**src/rtl/tlb_walker_pkg.sv**
```systemverilog
// Shared types for the MMU page-table walker: address/PTE formats, walk states,
// requester encoding and the PTE address helper.
package tlb_walker_pkg;

    typedef logic [19:0] pptr_t;
    typedef logic [19:0] vpn_t;
    typedef logic [7:0]  ppn_t;

    typedef struct packed {
        logic        valid;
        logic [22:0] reserved;
        ppn_t        ppn;
    } pte_t;

    typedef enum logic [2:0] {
        IDLE,
        REQ,
        WAIT,
        FILL,
        FAULT
    } walk_state_t;

    typedef enum logic {
        SRC_I = 1'b0,
        SRC_D = 1'b1
    } tlb_src_t;

    // PTEs are 4 bytes; the sum deliberately wraps inside the 20-bit physical space.
    function automatic pptr_t pte_addr(input pptr_t base, input vpn_t vpn);
        return base + {vpn[17:0], 2'b00};
    endfunction

endpackage

```
**src/rtl/tlb_walker_rr_arb2.sv**
```systemverilog
// Two-way round-robin arbiter between the itlb and dtlb miss lines.
// last_grant resets to dtlb so the itlb wins the first tie.
module rr_arb2
    import tlb_walker_pkg::*;
(
    input  logic     clk,
    input  logic     rst,
    input  logic     en,
    input  logic     req_i,
    input  logic     req_d,
    output logic     gnt,
    output tlb_src_t gnt_src
);

    tlb_src_t last_grant;

    always_comb begin
        gnt     = en && (req_i || req_d);
        gnt_src = SRC_I;
        if (req_i && req_d) begin
            gnt_src = (last_grant == SRC_I) ? SRC_D : SRC_I;
        end else if (req_d) begin
            gnt_src = SRC_D;
        end
    end

    always_ff @(posedge clk) begin
        if (rst) begin
            last_grant <= SRC_D;
        end else if (gnt) begin
            last_grant <= gnt_src;
        end
    end

endmodule

```
**src/rtl/tlb_walker.sv**
```systemverilog
// Shared single-level page-table walker: arbitrates itlb/dtlb misses, reads the
// PTE and either refills the missing TLB or raises a page fault.
//
// state | meaning
// IDLE  | no walk; arbitrate pending misses
// REQ   | PTE read request held until mem_gnt
// WAIT  | waiting for mem_rvalid
// FILL  | one-cycle write strobe to the granted TLB
// FAULT | invalid PTE; fault held until fault_ack
module tlb_walker
    import tlb_walker_pkg::*;
#(
    parameter int PTE_W     = 32,
    parameter int PTE_V_BIT = 31
) (
    input  logic             clk,
    input  logic             rst,
    input  pptr_t            ptbr,
    input  logic             itlb_miss,
    input  vpn_t             itlb_vpn,
    output logic             itlb_write_en,
    output vpn_t             itlb_write_vpn,
    output ppn_t             itlb_write_ppn,
    input  logic             dtlb_miss,
    input  vpn_t             dtlb_vpn,
    output logic             dtlb_write_en,
    output vpn_t             dtlb_write_vpn,
    output ppn_t             dtlb_write_ppn,
    output logic             mem_req,
    output pptr_t            mem_addr,
    input  logic             mem_gnt,
    input  logic             mem_rvalid,
    input  logic [PTE_W-1:0] mem_rdata,
    output logic             fault,
    output logic             fault_src,
    output vpn_t             fault_vpn,
    input  logic             fault_ack,
    output logic             busy
);

    walk_state_t state, state_nxt;
    tlb_src_t    src_q;
    vpn_t        vpn_q;
    ppn_t        ppn_q;
    logic        arb_gnt;
    tlb_src_t    arb_src;
    pte_t        pte_w;
    logic        unused_pte;

    assign pte_w      = pte_t'(mem_rdata);
    assign unused_pte = ^{pte_w.valid, pte_w.reserved};

    rr_arb2 u_arb (
        .clk     (clk),
        .rst     (rst),
        .en      (state == IDLE),
        .req_i   (itlb_miss),
        .req_d   (dtlb_miss),
        .gnt     (arb_gnt),
        .gnt_src (arb_src)
    );

    always_ff @(posedge clk) begin
        if (rst) begin
            state <= IDLE;
            src_q <= SRC_I;
            vpn_q <= '0;
            ppn_q <= '0;
        end else begin
            state <= state_nxt;
            if (arb_gnt) begin
                src_q <= arb_src;
                vpn_q <= (arb_src == SRC_D) ? dtlb_vpn : itlb_vpn;
            end
            if (state == WAIT && mem_rvalid) begin
                ppn_q <= pte_w.ppn;
            end
        end
    end

    always_comb begin
        state_nxt = state;
        case (state)
            IDLE:    if (arb_gnt) state_nxt = REQ;
            REQ:     if (mem_gnt) state_nxt = WAIT;
            WAIT:    if (mem_rvalid) state_nxt = mem_rdata[PTE_V_BIT] ? FILL : FAULT;
            FILL:    state_nxt = IDLE;
            FAULT:   if (fault_ack) state_nxt = IDLE;
            default: state_nxt = IDLE;
        endcase
    end

    // All outputs decode from registered state so misses never reach mem_req combinationally.
    assign busy     = (state != IDLE);
    assign mem_req  = (state == REQ);
    assign mem_addr = (state == REQ) ? pte_addr(ptbr, vpn_q) : '0;

    assign itlb_write_en  = (state == FILL) && (src_q == SRC_I);
    assign itlb_write_vpn = itlb_write_en ? vpn_q : '0;
    assign itlb_write_ppn = itlb_write_en ? ppn_q : '0;
    assign dtlb_write_en  = (state == FILL) && (src_q == SRC_D);
    assign dtlb_write_vpn = dtlb_write_en ? vpn_q : '0;
    assign dtlb_write_ppn = dtlb_write_en ? ppn_q : '0;

    assign fault     = (state == FAULT);
    assign fault_src = fault && (src_q == SRC_D);
    assign fault_vpn = fault ? vpn_q : '0;

endmodule

```
**config.mk**
```make
export PLATFORM = sky130hd
export DESIGN_NAME = tlb_walker
export DESIGN_NICKNAME = d
export VERILOG_FILES = /design/src/rtl/tlb_walker_pkg.sv /design/src/rtl/tlb_walker_rr_arb2.sv /design/src/rtl/tlb_walker.sv
export SDC_FILE = /design/constraint.sdc
export NUM_CORES = 1
export LEC_CHECK = 0
export ABC_AREA = 0
export BUFFER_PORTS_ARGS = -buffer_cell sky130_fd_sc_hd__buf_2
export CAP_MARGIN = 5
export CORE_MARGIN = 4
export CORE_UTILIZATION = 39
export DETAILED_ROUTE_END_ITERATION = 12
export PLACE_DENSITY = 0.77
export SLEW_MARGIN = 10
export SYNTH_ARGS = -nofsm -noshare
export SYNTH_HDL_FRONTEND = slang
export SYNTH_SLANG_ARGS = --single-unit
```
**constraint.sdc**
```tcl
create_clock -name clk -period 2.4 [get_ports clk]
set_clock_uncertainty 0.05 [all_clocks]
set_input_delay 0.36 -clock clk [delete_from_list [all_inputs] [get_ports clk]]
set_output_delay 0.36 -clock clk [all_outputs]
set_load 0.03 [all_outputs]
```
==> metrics.txt <==
antenna cell count=0; RR Startpoint=state[0]$_SDFFE_PP0P_; R2R Setup Slk=about 600 ps; RSZ-0062 raised after global routing=true; cts bufs inserted=5; number of synthesized flops with an enable pin=0; dpl hpwl=9120 um; Overflow after GRT=0; crit path cell chain=ha_4 > inv_2 > fa_2 > nor2b_4 > o2111ai_2 > a31o_4 > o21ai_4 > mux2i_4 > buf_6; Final setup viols=14; Mean Syn Cell Area=7.72 sq um; share of layout cells above drive strength 1=0.496; final count of hold timing violations=0; clock root cell=clkbuf_8; Iteration-0 DRC Markers=about 130; final critical-path share of the clock period=1.13; Peak VDD IR=about 510 uV; Critical-path top delay cell=dfxtp_4; min Tclk post-route=roughly 2700 ps; kind of critical path=register to primary output; synth cell count leaders=81 x and2_1, 47 x nor2_1, 34 x mux2i_1, 33 x dfxtp_1; Clock Path Buffers=2; flops & latches, synth=33; cell count after synthesis=386; Crit path max-delay family=compound AO/OA/AOI/OAI gates; count leader, synth=and2_1; Worst Hold Class=input port to register; via count=3634; Yosys top cell by area=dfxtp_1; # hold bufs at CTS=0; ys flop type=dfxtp_1; P_leak=approximately 2.5 nW; DR pass1 iterations=4; I/O pin count=around 200; max cap viols=0; Final ANT Viol Nets=0; DR WL/cell=16.0 um; top post-synthesis cells by area=dfxtp_1 22%, and2_1 17%, mux2i_1 11%, ha_1 7.1%, nor2_1 5.9%; failing checks=setup timing; worst hold endpoint=ppn_q[6]$_SDFFE_PP0P_; fmax=368 MHz; first-pass GRT wire length=17800 um; crit start category=register; num rows=31; reg2reg end=state[1]$_SDFFE_PP0P_; Die W=roughly 95 um; Core ar.=between 0.007 and 0.008 sq mm; Pwr Total=between 0.004 and 0.005 W; Yosys top cell area share=0.222; clock-pin slew on the worst setup and hold paths=~70 ps; Max transition margin=0.592; initial antenna violation count=0; synth warn=0; crit-path max FO=4; largest net degree at the start of global routing=34; Power Density=around 800 mW/mm^2; CP max stage delay=370 ps; Slew Limit Fails=0; Crit path buffers/inverters=2; Worst Max-Slew Pin Slew=613 ps; GRT Util Overall=0.247; CP required=just under 2000 ps; vias in the first global route=between 3000 and 4000; status=finished with violations; post-synthesis sequential area ratio=0.222; GP Congestion=between 0.8 and 0.9; via density per instance=a little over 5; syn_nets=just over 500; P&R area growth vs syn=64.8%; initial core utilization=0.406; H-tree depth=2; asr flop ratio synth=0; hold path startpoint=mem_rdata[6]; drc violations=0; Worst EP arrival=between 2000 and 2500 ps; Detailed Route WL=11400 um; R2R depth=6; worst skew pair latency=~270 ps; CTS tree=done; Post-Layout Cell Count=between 700 and 800; CP Capture Type=primary output; Post-Syn Area=0.00298 sq mm; post-route setup slack=-314 ps; Clock Sinks=33; Cell variety after synth=45; net count of the finished layout=~730; Hold Path Stages=3; port buffer count=approximately 180; placed insts=699; die area=between 0.009 and 0.01 sq mm; pre-CTS setup slack=-320 ps; Die Y=between 90 and 100 um
==> flip-flops by register name (all words and copies together), names as in the netlist <==
register          count
ppn_q                 8
src_q                 1
state                 3
u_arb.last_grant      1
vpn_q                20
==> cell type report <==
| cell class | count | area, sq um |
|---|---|---|
| multi-input cells | 324 | 2490 |
| fillers | 609 | 2420 |
| repair buffers | 247 | 1480 |
| flip-flops and latches | 33 | 677 |
| well taps | 99 | 124 |
| clock buffers | 7 | 86.3 |
| clock inverters | 1 | 30.0 |
| inverters | 5 | 22.5 |
==> worst reg2reg max path, stage by stage (launching register included) <==
cell and delay (ps):
dfxtp_1 450, nor2b_1 250, nand2b_1 140, buf_4 220, o221a_2 320, a21bo_2 200
a21oi_1 110
==> per-stage QoR <==
stage               TNS (ps)  hold WS, ps  utilization  area [sq um]
global route           -4160          289        0.670          4910
floorplan               -341          416            -          3060
detailed placement     -2290          449        0.604          4420
global placement       -2010          438        0.604          4420
finish                 -2900          271        0.670          4910
CTS                    -3250          267        0.666          4880
==> cells by family (layout without fill, tap and decap cells) <==
kind of cell | Yosys count | in the layout | share of synthesized area
simple gates | 183 | 183 | 0.323
compound gates | 82 | 82 | 0.199
mux | 35 | 35 | 0.118
flops | 33 | 33 | 0.222
buf+inv | 29 | 260 | 0.0424
fa+ha+maj | 18 | 18 | 0.0781
xor+xnor | 6 | 6 | 0.0176
==> cell usage in the layout (no fill, tap or decap), drive strengths merged, types with 5 or more instances in the layout <==
cell type | Yosys | routed
o21a | 7 | 7
mux2i | 34 | 34
dfxtp | 33 | 33
and2 | 81 | 81
ha | 17 | 17
buf | 8 | 247
clkbuf | 16 | 7
nor3 | 10 | 10
nand2 | 22 | 22
a21o | 9 | 9
nor2 | 47 | 47
a211oi | 22 | 22
nand2b | 9 | 9
o21bai | 5 | 5
a21oi | 15 | 15
o21ai | 7 | 7
==> where the power goes <==
| group | switching [W] | internal [W] |
|---|---|---|
| registers | 0.000153 | 0.000688 |
| clock network | 0.000188 | 0.000338 |
| logic | 0.00143 | 0.00122 |
==> how the worst max path moves through the flow <==
stage	depth (start not counted)	slack [ps]	end	startpoint
2_1_floorplan	8	-120	mem_addr[16]	ptbr[2]
3_3_place_gp	11	-300	mem_addr[16]	ptbr[2]
3_5_place_dp	11	-320	mem_addr[16]	ptbr[2]
4_1_cts	9	-360	mem_addr[14]	vpn_q[0]$_SDFFE_PP0P_
5_1_grt	9	-410	mem_addr[18]	vpn_q[0]$_SDFFE_PP0P_
6_report	9	-310	mem_addr[18]	vpn_q[0]$_SDFFE_PP0P_
==> per-layer routing <==
layer,global-route usage,part of all wire
met1,0.308,0.41
met2,0.451,0.51
met3,0.0237,0.058
met4,0.0675,0.023
met5,0,0
==> repair_timing <==
action | 4_1_cts | 5_1_grt
setup endpoints to repair | 14 | 15
buffers inserted | 24 | 2
resized for setup | 60 | 7
hold endpoints to repair | 0 | 0
pin swaps | 30 | 17
cloned | 0 | 0
No activity file was read; power rests on OpenSTA's default activity.
